### src/rtl/timer_bank.sv
// Multi-channel programmable down-counter bank. Channels share one prescaler.
// Each channel has a one-shot or auto-reload mode, an expiry pulse and a sticky flag.

module timer_chan #(
  parameter int WIDTH = 8
) (
  input  logic             clk,
  input  logic             reset,
  input  logic             tick,
  input  logic             load,
  input  logic [WIDTH-1:0] load_value,
  input  logic             load_periodic,
  input  logic             decr,
  input  logic             flag_clr,
  output logic [WIDTH-1:0] count,
  output logic             expire,
  output logic             flag
);

  logic [WIDTH-1:0] reload;
  logic             periodic;
  logic             step;
  logic             last;

  // A load in the same cycle swallows the decrement, so it can never expire.
  assign step = !load && tick && decr && (count != '0);
  assign last = step && (count == WIDTH'(1));

  always_ff @(posedge clk) begin
    if (reset) begin
      count    <= '0;
      reload   <= '0;
      periodic <= 1'b0;
      expire   <= 1'b0;
      flag     <= 1'b0;
    end else begin
      expire <= last;
      flag   <= last | (flag & ~flag_clr);
      if (load) begin
        count    <= load_value;
        reload   <= load_value;
        periodic <= load_periodic;
      end else if (step) begin
        count <= last ? (periodic ? reload : '0) : count - WIDTH'(1);
      end
    end
  end

endmodule

module timer_bank #(
  parameter int WIDTH      = 8,
  parameter int CHANNELS   = 4,
  parameter int CH_W       = 2,
  parameter int PRESCALE_W = 4
) (
  input  logic                  clk,
  input  logic                  reset,
  input  logic [PRESCALE_W-1:0] prescale,
  input  logic                  load_en,
  input  logic [CH_W-1:0]       load_ch,
  input  logic [WIDTH-1:0]      load_value,
  input  logic                  load_periodic,
  input  logic [CHANNELS-1:0]   decr,
  input  logic [CHANNELS-1:0]   flag_clr,
  input  logic [CH_W-1:0]       rd_ch,
  output logic [WIDTH-1:0]      rd_count,
  output logic [CHANNELS-1:0]   timeup,
  output logic [CHANNELS-1:0]   expire,
  output logic [CHANNELS-1:0]   flag,
  output logic                  irq
);

  logic [PRESCALE_W-1:0]           pcnt;
  logic                            tick;
  logic [CHANNELS-1:0][WIDTH-1:0]  count;

  // >= rather than == so lowering prescale below pcnt ticks at once instead of wrapping.
  assign tick = (pcnt >= prescale);

  always_ff @(posedge clk) begin
    if (reset) pcnt <= '0;
    else       pcnt <= tick ? '0 : pcnt + PRESCALE_W'(1);
  end

  // Out-of-range load_ch matches no instance, so the write is dropped.
  for (genvar i = 0; i < CHANNELS; i++) begin : g_ch
    timer_chan #(.WIDTH(WIDTH)) u_ch (
      .clk           (clk),
      .reset         (reset),
      .tick          (tick),
      .load          (load_en && (load_ch == CH_W'(i))),
      .load_value    (load_value),
      .load_periodic (load_periodic),
      .decr          (decr[i]),
      .flag_clr      (flag_clr[i]),
      .count         (count[i]),
      .expire        (expire[i]),
      .flag          (flag[i])
    );
    assign timeup[i] = (count[i] == '0);
  end

  always_comb begin
    rd_count = '0;
    for (int i = 0; i < CHANNELS; i++)
      if (rd_ch == CH_W'(i)) rd_count = count[i];
  end

  assign irq = |flag;

endmodule

### config.mk
export PLATFORM = sky130hd
export DESIGN_NAME = timer_bank
export DESIGN_NICKNAME = d
export VERILOG_FILES = /design/src/rtl/timer_bank.sv
export SDC_FILE = /design/constraint.sdc
export NUM_CORES = 1
export LEC_CHECK = 0
export ABC_AREA = 1
export CORE_MARGIN = 2
export CORE_UTILIZATION = 61
export CTS_BUF_LIST = sky130_fd_sc_hd__clkbuf_4 sky130_fd_sc_hd__clkbuf_8
export CTS_CLUSTER_DIAMETER = 150
export CTS_CLUSTER_SIZE = 40
export DETAILED_ROUTE_END_ITERATION = 16
export DONT_BUFFER_PORTS = 1
export GPL_ROUTABILITY_DRIVEN = 0
export GPL_TIMING_DRIVEN = 0
export PLACE_DENSITY_LB_ADDON = 0.08
export SLEW_MARGIN = 20
export SYNTH_ARGS = -nofsm -noshare
export SYNTH_HDL_FRONTEND = slang
export SYNTH_SLANG_ARGS = --single-unit
### constraint.sdc
create_clock -name clk -period 2.4 [get_ports clk]
set_clock_uncertainty 0.05 [all_clocks]
set_input_delay 0.36 -clock clk [delete_from_list [all_inputs] [get_ports clk]]
set_output_delay 0.36 -clock clk [all_outputs]
set_load 0.02 [all_outputs]
**Word level (Yosys, flattened, before mapping)**

Index checks and enable logic that the tools add are counted.

- Muxes and demuxes: 20
- Reductions and logical operators: 40
- Order comparisons: 1
- Bitwise gates (word level): 12
- $add $sub $neg: 5
- Equal/unequal tests: 10

Operator list:

| cell | number |
|---|---|
| two-way mux 8 bit | 20 |
| equality test 8 x 1 -> 1 bit, second input constant | 4 |
| zero test 8 bit | 4 |
| nonzero test 8 bit | 4 |
| subtractor 8 x 1 -> 8 bit, second input constant | 4 |
| logical AND 1 bit | 20 |
| equality test 2 bit, second input constant | 4 |
| nonzero test 2 bit | 4 |
| adder 4 x 1 -> 4 bit, second input constant | 1 |
| bitwise AND 1 bit | 4 |
| equality test 2 x 1 -> 1 bit, second input constant | 2 |
| >= comparator 4 bit | 1 |
| zero test 1 bit | 4 |
| zero test 2 bit | 2 |
| NOT 1 bit | 4 |
| OR 1 bit | 4 |
| OR reduction 4 bit | 1 |
| OR reduction 2 bit | 1 |

- Bits in registers: 80
- Logic and storage cells: 109

**Logic depth before layout (Yosys ltp)**

Gate-level depths: netlist of the first run.

- Depth after elaboration: 10
- Mapped depth: 13
- Mapped depth without buffers: 13

**Hierarchy**

From an unflattened synthesis of the first run, not the netlist that was laid out.

- Cell total of the unflattened synthesis: 764
- Area total of the unflattened synthesis: 5,154.9 µm²

By module, submodules not included:

| module | cells an instance | area an instance (µm²) | seq. area each (µm²) | instances |
|---|---|---|---|---|
| timer_chan | 163 | 1,136.1 | 380.4 | 4 |
| timer_bank | 112 | 610.6 | 80.1 | 1 |

**Worst setup path before layout of the first run**

Ideal clock, no wire load.

- Path kind: input-to-reg
- From: input port prescale[3]
- To: register g_ch[1].u_ch.count[6]
- Data arrival time: 1.551 ns
- Stages on the path: 9
- Buffers on the path: 0
- Setup slack: 0.743 ns
- Cells stage by stage: inv_1 > ha_1 > a21oi_1 > nand3_2 > nand3_1 > nand3_1 > nand3_1 > nand2_1 > inv_1

- Longest elaborated chain between the ends: 8

Ends and longest elaborated chain:

| item | line | source |
|---|---|---|
| start: declaration | 59 | `input logic [PRESCALE_W-1:0] prescale,` |
| >= comparator 4 bit * | 79 | `assign tick = (pcnt >= prescale);` |
| logical AND 1 bit * (3 in a row) | 26 | `assign step = !load && tick && decr && (count != '0);` |
| logical AND 1 bit | 27 | `assign last = step && (count == WIDTH'(1));` |
| two-way mux 8 bit | 44 | `count <= last ? (periodic ? reload : '0) : count - WIDTH'(1);` |
| two-way mux 8 bit | 43 | `end else if (step) begin` |
| two-way mux 8 bit | 39 | `if (load) begin` |
| end signal: assignment | 40 | `count <= load_value;` |
| end signal: assignment | 44 |  |
| end: declaration | 15 | `output logic [WIDTH-1:0] count,` |

Mark *: on every way between the ends. The rest lies on a longest branch, timed or not. The select of a mux whose other input is x is not followed.
A chain may end at the register's enable or synchronous reset.

**Final worst setup path of the first run**

- From: register pcnt[0]
- To: register g_ch[1].u_ch.count[4]

- Longest elaborated chain between the ends: 8

Ends and longest elaborated chain:

| item | line | source |
|---|---|---|
| start: declaration | 74 | `logic [PRESCALE_W-1:0] pcnt;` |
| start signal: assignment | 83 | `else pcnt <= tick ? '0 : pcnt + PRESCALE_W'(1);` |
| >= comparator 4 bit * | 79 |  |
| logical AND 1 bit * (3 in a row) | 26 |  |
| logical AND 1 bit | 27 |  |
| two-way mux 8 bit | 44 |  |
| two-way mux 8 bit | 43 |  |
| two-way mux 8 bit | 39 |  |

Marks and branches as above.

==> impl_metrics.tcl, run 1 <==
set metrics [dict create \
    p_switching_mw 1.24 \
    stdcell_area_mm2 0.00517 \
    root_buffer "clkbuf_8" \
    slowest_stage "nand3_1" \
    detail-route-antenna-nets 0 \
    start_util 0.625 \
    yosys_warnings 0 \
    setup_viol 0 \
    power.internal_mw 2.42 \
    synth_nets 798 \
    cp.depth 9 \
    slew_viol_final 0 \
    crit_buf_inv 2 \
    end_kind "flop" \
    drt_pass1_iterations 7 \
    wl_per_cell_um 15.8 \
    critPathRequiredTime_ps 2620 \
    synth_edf_count 0 \
    synthArstFlopShare 0 \
    cts_setup_buffers 0 \
    yosys_most_used_dff "dfxtp_1" \
    hold_class "in2reg" \
    dp_cells 855 \
    rows 32 \
    synth_seq_cells 80 \
    cts_tree "built" \
    finalHoldViolations 0 \
    grt_pass1_vias 4537 \
    tns_ps 0 \
    crit_path_frequent_cell "nand3_1" \
    drive_above_1_share 0.0819 \
    hold_depth 1 \
    placed_cell_area_mm2 0.00493 \
    clk_pin_slew_worst_paths_ps 90 \
    antenna_cells 0 \
    status "finished clean" \
    num_vias 4937 \
    route.detailed.drc 0 \
    via_per_inst 5.67 \
    fin_crit_sh 0.858 \
    drt-initial-drc-count 414 \
    final_cell_mix "nand2_1 (228), nand3_1 (102), inv_1 (87)" \
    crit_path_cell_trace "inv_1 > ha_1 > nand4_1 > nand3_2 > nand3_1 > nand3_1 > nand3_1 > nand2_1 > inv_1" \
    pwr-share-comb 0.260 \
    cp_top_family "simple AND/OR/NAND/NOR gates" \
    wirelength_mm 13.7 \
    clkPwrFrac 0.335 \
    ios 49 \
    syn_to_final_growth_pct 7.63 \
    worstPathArrival_ps 2280 \
    htreeDepth 3 \
    holdBufCountCts 0 \
    vdd_drop_max_mv 0.382 \
    clock_latency_ps 370 \
    core_area_mm2 0.00769 \
    critPathLaunchType "flop" \
    final_common_cell "nand2_1" \
    p_per_area_mw_per_mm2 706 \
    r2r_cells 9 \
    min_period_ps 2060 \
    grt_usage 0.327 \
    grt_max_degree 14 \
    antenna_found_initial 0 \
    clock_path_buffers 2 \
    yosys.cell_types.count 33 \
    power.static_leakage_nw 2.48 \
    power_mw 3.65 \
    relSlewSlack 0.506 \
    die_y_um 92.8 \
    cts-resized-gates 0 \
    cts_sinks 80 \
    max_freq_mhz 486 \
    avgSynthCellArea_um2 6.38 \
    overflow 0 \
    critPathKind "reg2reg" \
    fp.dieW_um 92.8 \
    seqPwrFrac 0.405 \
    synthCells 753 \
    slowest_delay_ps 420 \
    layout.cells.non_filler 871 \
    numPortBuffers 0 \
    grt_pass1_wl_mm 22.0 \
    rsz0062_at_grt "no" \
    nets 809 \
    cap_violations 0 \
    fill_cells 726 \
    syn_area_mm2 0.00480 \
    numCtsBuffers 9 \
    dp_hpwl_mm 9.85 \
    tightest_slew_ps 733 \
    final_util 0.673 \
    seq_area_frac_synth 0.333 \
    power_switching_share 0.339 \
    dieArea_mm2 0.00860 \
    cp_max_fo 9 \
]
-- cells in the mapped netlist (5+ instances only) --
master      n  area share
a21oi_1    48       0.050
nor2_2      9       0.012
nand2_2     6      0.0078
buf_4       8       0.013
ha_1       17       0.044
o22ai_1     5      0.0065
o21ai_0    20       0.021
nand3_1   102        0.11
inv_1      87       0.068
clkbuf_1   11      0.0086
nand4_1    11       0.014
dfxtp_1    80        0.33
nand2_1   228        0.18
xor2_1      8       0.015
nor2_1     72       0.056
buf_2       5      0.0052
-- stage by stage --
step,worst slack (ps),hold slack [ps]
final,342,26.8
after global routing,235,22.8
after CTS,364,25.7
after detailed placement,359,405
after global placement,434,394
after floorplan,743,380
-- power groups by stage --
stage               logic, mW  clock network (mW)  registers [mW]
floorplan               0.758                   0            1.48
global placement        0.904                   0            1.50
detailed placement      0.926                   0            1.51
CTS                     0.935                1.22            1.48
global route             1.07                1.27            1.49
finish                  0.950                1.22            1.48
-- final timing paths --
path	from	to	slack, ps
setup / recovery	pcnt[0]	g_ch[1].u_ch.count[4]	340
setup reg to reg	pcnt[0]	g_ch[1].u_ch.count[4]	340
hold reg to reg	g_ch[1].u_ch.reload[5]	g_ch[1].u_ch.reload[5]	420
hold / removal	flag_clr[0]	g_ch[0].u_ch.flag	30
-- state kept, by name, summed over array words and instances, names as in the netlist --
register,flops
g_ch.u_ch.count,32
g_ch.u_ch.reload,32
g_ch.u_ch.expire,4
g_ch.u_ch.flag,4
g_ch.u_ch.periodic,4
pcnt,4
-- final cells by class --
class	instances	area [um2]	area share
well taps	102	128	0.0247
clock inverters	6	108	0.0208
multi-input cells	551	2680	0.518
inverters	92	347	0.0670
flip-flops and latches	80	1600	0.310
plain buffers	30	179	0.0346
clock buffers	10	131	0.0254
-- kinds of logic (layout without fill, tap and decap cells) --
kind of cell	after synthesis	after routing	synth area share
flops	80	80	0.333
compound gates	81	81	0.0901
simple gates	441	441	0.401
buf+inv	122	138	0.109
xor+xnor	12	12	0.0219
fa+ha+maj	17	17	0.0443
-- layer usage --
metal  GRT usage  part of all wire  routed length, um  vias to the layer above
met5           0                 0                  0                        -
met4       0.153             0.033                447                        0
met3      0.0553              0.11               1450                       34
met2       0.546              0.47               6400                      276
met1       0.412              0.40               5440                     2210
li1            -                 -                  -                     2417
Power figures use the tool's default switching activity.
==> run 2: changes to the inputs <==
SYNTH_HIERARCHICAL = 1   (was default)
==> run 2 against run 1 <==
Worst setup slack lost 240 ps. Sequential share of layout area shrank 1.7 points. Flip-flop and latch count stayed put. Critical path type is now reg2out. Largest power group unchanged.
==> impl_metrics.tcl, run 2 <==
set metrics [dict create \
    syn_to_final_growth_pct 6.19 \
    ios 49 \
    max_freq_mhz 436 \
    yosys_most_used_dff "dfxtp_1" \
    tns_ps 0 \
    slew_viol_final 0 \
    via_per_inst 5.70 \
    regToRegSetupSlack_ps 220 \
    rr_endpoint "g_ch[0].u_ch/count[5]" \
    antenna_found_initial 0 \
    power_mw 3.80 \
    grt_usage 0.312 \
    grt_pass1_vias 4474 \
    largestRegisters "g_ch.u_ch/count x32, g_ch.u_ch/reload x32" \
    root_buffer "clkbuf_8" \
    htreeDepth 3 \
    gr-usage-met2 0.494 \
    vdd_drop_max_mv 0.360 \
    critPathLaunchType "flop" \
    fill_cells 782 \
    clock_latency_ps 350 \
    gr-max-usage-layer "met2" \
    num_vias 5041 \
    start_util 0.627 \
    fp.dieW_um 95.9 \
    min_period_ps 2300 \
    cts_tree "built" \
    r2r_cells 13 \
    dieArea_mm2 0.00920 \
    hp-start "load_periodic" \
    final_common_cell "nand2_1" \
    critPathKind "reg2out" \
    wirelength_mm 13.8 \
    wl_per_cell_um 15.6 \
    hold_depth 2 \
    finalHoldViolations 0 \
    critPathRequiredTime_ps 1990 \
    overflow 0 \
    numCtsBuffers 9 \
    clock_path_buffers 2 \
    syn_area_mm2 0.00515 \
    yosys_warnings 6 \
    synthCells 764 \
    cts_sinks 80 \
    synthArstFlopShare 0 \
    seq_area_frac_synth 0.311 \
    grt_use_met1 0.433 \
    grtUsageMet3 0.0658 \
    dp_hpwl_mm 9.95 \
    tightest_slew_ps 1100 \
    final_util 0.666 \
    synth.top_cell.area_share 0.311 \
    setup_viol 0 \
    synth_seq_cells 80 \
    relSlewSlack 0.259 \
    status "finished clean" \
    fin_crit_sh 0.956 \
    nets 820 \
    ys_top_cells_by_count "nand2_1 (207), dfxtp_1 (80), nor2_1 (78), inv_1 (75), a21oi_1 (69)" \
    grt_max_degree 14 \
    drive_above_1_share 0.112 \
    whs_endpoint "g_ch[3].u_ch/periodic" \
    detail-route-antenna-nets 0 \
    numPortBuffers 0 \
    synthTopCellsByArea "dfxtp_1 (31%), nand2_1 (15%), a21oi_1 (6.7%), nand4_1 (5.7%), nor2_1 (5.7%)" \
    drt_pass1_iterations 5 \
    synth_edf_count 0 \
    worstPathArrival_ps 1890 \
    yosysMostFrequentCell "nand2_1" \
    antenna_cells 0 \
    rows 33 \
    yosys.cell_types.count 31 \
    synth.largest_area_cell "dfxtp_1" \
    rsz0062_at_grt "no" \
    core_area_mm2 0.00822 \
    r2r-start "pcnt[0]" \
    final_cell_mix "nand2_1 (207), dfxtp_1 (80), nor2_1 (78)" \
    end_kind "output pin" \
    die_y_um 95.9 \
    synth_nets 809 \
    power.static_leakage_nw 2.67 \
    route.detailed.drc 0 \
    cap_violations 0 \
    avgSynthCellArea_um2 6.75 \
    hold_class "in2reg" \
    cp_max_fo 7 \
    grt_pass1_wl_mm 22.1 \
    drt-initial-drc-count 281 \
    p_per_area_mw_per_mm2 694 \
    clk_pin_slew_worst_paths_ps 90 \
]
## run 2: power breakdown
| part | leakage [nW] | switching [mW] | internal, mW |
|---|---|---|---|
| Clock | 0.0934 | 0.501 | 0.430 |
| Combinational | 1.92 | 0.838 | 0.446 |
| Sequential | 0.653 | 0.160 | 1.42 |
## run 2: area by class of cell
class	instances	area (um2)	share of cell area
plain buffers	20	150	0.0274
clock buffers	12	153	0.0279
clock inverters	4	30.0	0.00549
inverters	90	368	0.0672
multi-input cells	574	3040	0.555
flip-flops and latches	80	1600	0.293
well taps	105	131	0.0240
## run 2: worst max path at each step
stage                     startpoint                    end  slack (ps)
2_1_floorplan            prescale[3]  g_ch[0].u_ch/count[1]         650
3_3_place_gp             prescale[3]  g_ch[0].u_ch/count[5]         110
3_5_place_dp             prescale[3]  g_ch[0].u_ch/count[5]         100
4_1_cts        g_ch[0].u_ch/count[5]              timeup[0]          80
5_1_grt        g_ch[1].u_ch/count[5]              timeup[1]          80
6_report       g_ch[0].u_ch/count[5]              timeup[0]         100
## run 2: cells by family after synthesis
logic type               synth area share
AO/OA/AOI/OAI                       0.115
XOR/XNOR                           0.0238
adder cells (fa/ha/maj)            0.0413
buffers and inverters               0.100
flip-flops                          0.311
AND/OR/NAND/NOR                     0.409
## run 2: stage by stage
| step | hold slack, ps | setup WS, ps | cells | cell area, um2 |
|---|---|---|---|---|
| 6_report | 96.1 | 104 | 885 | 5470 |
| 5_1_grt | 107 | 80.1 | 885 | 5470 |
| 4_1_cts | 88.5 | 81.5 | 885 | 5470 |
| 3_5_place_dp | 403 | 105 | 869 | 5290 |
| 3_3_place_gp | 397 | 112 | 869 | 5290 |
| 2_1_floorplan | 380 | 645 | 764 | 5150 |
## run 2: critical path, stage by stage (launching register included)
cell and delay, ps:
dfxtp_1 390, or2_1 250, nor4_1 890
## run 2: routing by layer
layer,part of all wire,wire length (um),vias up
met3,0.10,1400,15
met4,0.014,187,0
li1,-,-,2521
met5,0,0,-
met1,0.44,6030,2274
met2,0.45,6160,231
## run 2: repair_timing
action,CTS,global route
buffers inserted,0,0
setup endpoints to repair,0,18
resized for setup,0,1
hold buffers,0,0
